$ cat src/rtl/pll_rst_seq.sv
// Purpose : reset/lock sequencer for the PLL wrapper; holds user logic in reset until lock is stable.
// Latency : user_rst_n rises LOCK_STABLE_CYCLES+2 sys_clk edges after pll_lock is first sampled high.
// Backpressure: none; pll_lock is observed every cycle and soft_rst is honoured in any state.
//
// Ports:
//   sys_clk       PLL reference clock (free running)
//   sys_rst_n     async active-low reset
//   soft_rst      sync request to re-run the full sequence
//   pll_lock      async PLL lock, 2-flop synchronised to lock_s
//   pll_rst       active-high PLL reset
//   user_rst_n    active-low reset for downstream sys_clk logic
//   pll_ready     high only while running with stable lock
//   fail          sticky: no lock within MAX_RETRY+1 attempts
//   retry_cnt     lock timeouts in the current sequence
//   lock_loss_cnt lock drops seen while running, saturating
module pll_rst_seq #(
  parameter int RST_CYCLES          = 16,
  parameter int LOCK_STABLE_CYCLES  = 1024,
  parameter int LOCK_TIMEOUT_CYCLES = 125000,
  parameter int MAX_RETRY           = 3,
  parameter int CNT_W               = 20
) (
  input  logic       sys_clk,
  input  logic       sys_rst_n,
  input  logic       soft_rst,
  input  logic       pll_lock,
  output logic       pll_rst,
  output logic       user_rst_n,
  output logic       pll_ready,
  output logic       fail,
  output logic [3:0] retry_cnt,
  output logic [7:0] lock_loss_cnt
);

  typedef enum logic [2:0] {
    ST_RESET,
    ST_WAIT_LOCK,
    ST_STABLE,
    ST_RUN,
    ST_FAIL
  } state_t;

  localparam logic [CNT_W-1:0] RST_LAST     = CNT_W'(RST_CYCLES - 1);
  localparam logic [CNT_W-1:0] STABLE_LAST  = CNT_W'(LOCK_STABLE_CYCLES - 1);
  localparam logic [CNT_W-1:0] TIMEOUT_LAST = CNT_W'(LOCK_TIMEOUT_CYCLES - 1);
  localparam logic [3:0]       RETRY_MAX    = 4'(MAX_RETRY);

  state_t           state, state_nxt;
  logic [CNT_W-1:0] rcnt, rcnt_nxt;
  logic [CNT_W-1:0] tcnt, tcnt_nxt;
  logic [CNT_W-1:0] scnt, scnt_nxt;
  logic [3:0]       retry_nxt;
  logic [7:0]       loss_nxt;
  logic             lock_m, lock_s;
  logic             run_go, timeout;

  // RUN entry is only possible from STABLE; it beats a coincident timeout.
  assign run_go  = (state == ST_STABLE) && lock_s && (scnt == STABLE_LAST);
  assign timeout = (tcnt == TIMEOUT_LAST);

  always_comb begin
    state_nxt = state;
    rcnt_nxt  = rcnt;
    tcnt_nxt  = tcnt;
    scnt_nxt  = scnt;
    retry_nxt = retry_cnt;
    loss_nxt  = lock_loss_cnt;
    if (soft_rst) begin
      state_nxt = ST_RESET;
      rcnt_nxt  = '0;
      retry_nxt = '0;
    end else begin
      case (state)
        ST_RESET: begin
          if (rcnt == RST_LAST) begin
            state_nxt = ST_WAIT_LOCK;
            tcnt_nxt  = '0;
          end else begin
            rcnt_nxt = rcnt + 1'b1;
          end
        end
        ST_WAIT_LOCK, ST_STABLE: begin
          // tcnt spans both states so a flickering lock still times out
          tcnt_nxt = tcnt + 1'b1;
          if (run_go) begin
            state_nxt = ST_RUN;
            retry_nxt = '0;
          end else if (timeout) begin
            if (retry_cnt == RETRY_MAX) begin
              state_nxt = ST_FAIL;
            end else begin
              state_nxt = ST_RESET;
              rcnt_nxt  = '0;
              retry_nxt = retry_cnt + 1'b1;
            end
          end else if (state == ST_WAIT_LOCK) begin
            if (lock_s) begin
              state_nxt = ST_STABLE;
              scnt_nxt  = '0;
            end
          end else if (lock_s) begin
            scnt_nxt = scnt + 1'b1;
          end else begin
            state_nxt = ST_WAIT_LOCK;
          end
        end
        ST_RUN: begin
          if (!lock_s) begin
            state_nxt = ST_RESET;
            rcnt_nxt  = '0;
            if (lock_loss_cnt != 8'hFF) loss_nxt = lock_loss_cnt + 1'b1;
          end
        end
        ST_FAIL: state_nxt = ST_FAIL;
        default: begin
          state_nxt = ST_RESET;
          rcnt_nxt  = '0;
        end
      endcase
    end
  end

  // Outputs are decoded from the next state so they change on the same edge as the state.
  always_ff @(posedge sys_clk or negedge sys_rst_n) begin
    if (!sys_rst_n) begin
      state         <= ST_RESET;
      rcnt          <= '0;
      tcnt          <= '0;
      scnt          <= '0;
      lock_m        <= 1'b0;
      lock_s        <= 1'b0;
      retry_cnt     <= '0;
      lock_loss_cnt <= '0;
      pll_rst       <= 1'b1;
      user_rst_n    <= 1'b0;
      pll_ready     <= 1'b0;
      fail          <= 1'b0;
    end else begin
      lock_m        <= pll_lock;
      lock_s        <= lock_m;
      state         <= state_nxt;
      rcnt          <= rcnt_nxt;
      tcnt          <= tcnt_nxt;
      scnt          <= scnt_nxt;
      retry_cnt     <= retry_nxt;
      lock_loss_cnt <= loss_nxt;
      pll_rst       <= (state_nxt == ST_RESET) || (state_nxt == ST_FAIL);
      user_rst_n    <= (state_nxt == ST_RUN);
      pll_ready     <= (state_nxt == ST_RUN);
      fail          <= (state_nxt == ST_FAIL);
    end
  end

endmodule
$ cat config.mk
export PLATFORM = sky130hd
export DESIGN_NAME = pll_rst_seq
export DESIGN_NICKNAME = d
export VERILOG_FILES = /design/src/rtl/pll_rst_seq.sv
export SDC_FILE = /design/constraint.sdc
export NUM_CORES = 1
export LEC_CHECK = 0
export ABC_AREA = 1
export CORE_MARGIN = 4
export CORE_UTILIZATION = 55
export CTS_CLUSTER_SIZE = 25
export DETAILED_ROUTE_END_ITERATION = 8
export DONT_BUFFER_PORTS = 1
export GPL_ROUTABILITY_DRIVEN = 0
export MAX_ROUTING_LAYER = met4
export PLACE_DENSITY = 0.77
export SYNTH_ARGS = -nofsm -noshare
export SYNTH_HDL_FRONTEND = slang
export SYNTH_SLANG_ARGS = --single-unit
export TNS_END_PERCENT = 1
$ cat constraint.sdc
create_clock -name sys_clk -period 4 [get_ports sys_clk]
set_input_delay 1 -clock sys_clk [delete_from_list [all_inputs] [get_ports sys_clk]]
set_output_delay 1 -clock sys_clk [all_outputs]
set_load 0.1 [all_outputs]
==> summary.md <==
| Metric | Value |
|---|---|
| Outcome | completed |
| P per Cell Area | 297 nW/um^2 |
| Via density per instance | 5.56 |
| Post-synthesis register bit count | 80 |
| Port bufs | 0 |
| Die Wd | 105 um |
| EDFF count, synth | 0 |
| Max Cap Viol | 0 |
| Largest net degree at the start of global routing | 81 |
| Critical Path Sink Type | flip-flop |
| Post-CTS sizing | 0 |
| First-pass GRT wire length | 20.3 mm |
| Fill count | 837 |
| WL/cell | 13.2 um |
| Worst clock skew | 0.00939 ns |
| Ys Warns | 0 |
| Drt first pass iters | 4 |
| Longest Clk Path Bufs | 2 |
| Initial core utilization | 0.562 |
| Htree depth | 3 |
| Die area | 11000 um^2 |
| Core area | 9200 um^2 |
| Synth unique cells | 37 |
| Register area share after synthesis | 0.388 |
| Diode count | 0 |
| Cts bufs inserted | 9 |
| Total negative slack | 0 ns |
| Worst-path maximum fanout | 21 |
| Period utilisation layout | 0.689 |
| Most frequent cells in the layout | nand2_1 (213), nor2_1 (112), nand3_1 (81), dfrtp_1 (78), inv_1 (70) |
| Worst setup SP type | flip-flop |
| Top FF cell, synth | dfrtp_1 |
| CP Data Required Time | 4.27 ns |
| Final HPWL DP | 8.37 mm |
| Post-Syn Nets | 764 |
| CP Class | reg2reg |
| Hold-fix buffers, CTS | 0 |
| I/O pins | 20 |
| Setup bufs post-CTS | 0 |
| Leakage | 2.57 nW |
| Max Freq | 363 MHz |
| Most used cell, CP | inv_2 |
| Final setup violation count | 0 |
| Nets | 760 |
| Hold Crit Class | in2async |
| Worst vdd ir | 169 uV |
| Final hold vios | 0 |
| Post-route DRC | 0 |
| Detailed-route via count | 4823 |
| Final Util | 0.594 |
| First DRT Iteration DRCs | 310 |
| Clock Sinks | 80 |
| FFs w/ async S/R, synth | 1.00 |
| Crit path cell chain | inv_2, nand2_2, nor2_4, inv_2, nand2_4, nand4_1, inv_2, nand2_1, o21ai_1 |
| Most common cell after layout, fill and taps aside | nand2_1 |
| WL final | 11.5 mm |
| Clock transition at path regs | 0.09 ns |
| Final Max Slew Viols | 0 |
| Tot GR Track Use | 0.224 |
| GRT overflow | 0 |
| CTS root buf | clkbuf_8 |
| Fraction of layout cells with a size suffix above 1 | 0.0661 |
| Vias in the first global route | 4453 |
| Slew @ Worst Pin | 0.988 ns |
| Clk_lat worst skew | 0.35 ns |
| Crit path DAT | 3.02 ns |
| Worst path slowest cell | nand4_1 |
| Delay of the slowest cell on the worst path | 0.63 ns |
| Mean post-synth cell area | 6.84 um^2 |
| Post-synthesis cell count | 755 |
| Layout area overhead | 5.76% |
| CTS tree | done |
| Die height | 105 um |
| Worst rel slew slack | 0.342 |
| Antenna-violating nets left | 0 |
| Final min period | 2.76 ns |
| Row Count | 35 |
| Hold_ws | 0.332 ns |
| Initial antenna violation count | 0 |
| Post-Syn Area | 5170 um^2 |
| RSZ-0062 raised after global routing | false |
| R2r worst-path depth | 9 |
cell usage after synthesis (all sizes together), types with 6 or more instances:
master  instances  share of area
inv            76          0.055
a21oi           7         0.0090
nand2         217           0.16
nor3           20          0.019
nand3          83          0.082
xor2           24          0.041
xnor2           6          0.010
buf            18          0.020
nor2          117          0.088
dfrtp          79           0.38
nand4          31          0.039
o21ai          48          0.047
worst max-delay path: cells and delay by family, from the launching register on:
family / cells / cell delay, ns
buffers and inverters: 3 / 0.82
DFF: 1 / 0.39
and+or+nand+nor: 5 / 1.35
AOI/OAI and AO/OA: 1 / 0.10
area by class of cell:
cell class	count	area, um^2	share of cell area
timing repair buffer	6	45.0	0.00824
inverter	77	289	0.0529
tap	111	139	0.0254
multi-input combinational	577	2760	0.505
sequential	80	2000	0.367
clock inverter	7	103	0.0188
clock buffer	9	124	0.0227
final timing paths:
path,from,to,slack [ns]
worst min register to register,lock_m,lock_s,0.37
worst max-delay path,state[2],scnt[4],1.24
worst min-delay path,sys_rst_n,rcnt[14],0.33
worst max register to register,state[2],scnt[4],1.24
max in group asynchronous,sys_rst_n,pll_rst,3.49
min in group sys_clk,lock_m,lock_s,0.37
cell families after synthesis:
| logic type | Yosys count | synth area share |
|---|---|---|
| flip-flops | 80 | 0.388 |
| AO/OA/AOI/OAI | 61 | 0.0649 |
| adder cells (fa/ha/maj) | 5 | 0.0121 |
| buffers and inverters | 98 | 0.0780 |
| XOR/XNOR | 30 | 0.0509 |
| AND/OR/NAND/NOR | 481 | 0.406 |
state kept, by name, summed over array words and instances (netlist names):
register,cells
tcnt,20
lock_m,1
rcnt,20
lock_s,1
scnt,20
fail,1
retry_cnt,4
pll_ready,1
state,3
pll_rst,1
lock_loss_cnt,8
report_power, final:
group	leakage (nW)	total, mW	switching (mW)	internal [mW]
logic	1.44	0.0843	0.0598	0.0246
registers	1.01	0.848	0.0251	0.823
clock network	0.111	0.689	0.329	0.360
total	2.57	1.62	0.414	1.21
metrics by stage:
stage | worst slack [ns] | instances | instance area [um^2] | power (mW)
2_1_floorplan | 1.68 | 755 | 5170 | 0.929
5_1_grt | 0.953 | 867 | 5460 | 1.69
3_3_place_gp | 1.47 | 851 | 5240 | 0.945
4_1_cts | 1.29 | 867 | 5460 | 1.64
6_report | 1.24 | 867 | 5460 | 1.62
3_5_place_dp | 1.31 | 851 | 5240 | 0.948
layer usage:
layer / wire (um) / up-vias / global-route usage
met5: 0 / - / -
met2: 5450 / 134 / 0.358
met4: 148 / 0 / 0.0506
li1: - / 2442 / -
met3: 593 / 16 / 0.0395
met1: 5280 / 2231 / 0.300
Note: power is estimated with default switching activity, not from simulation.
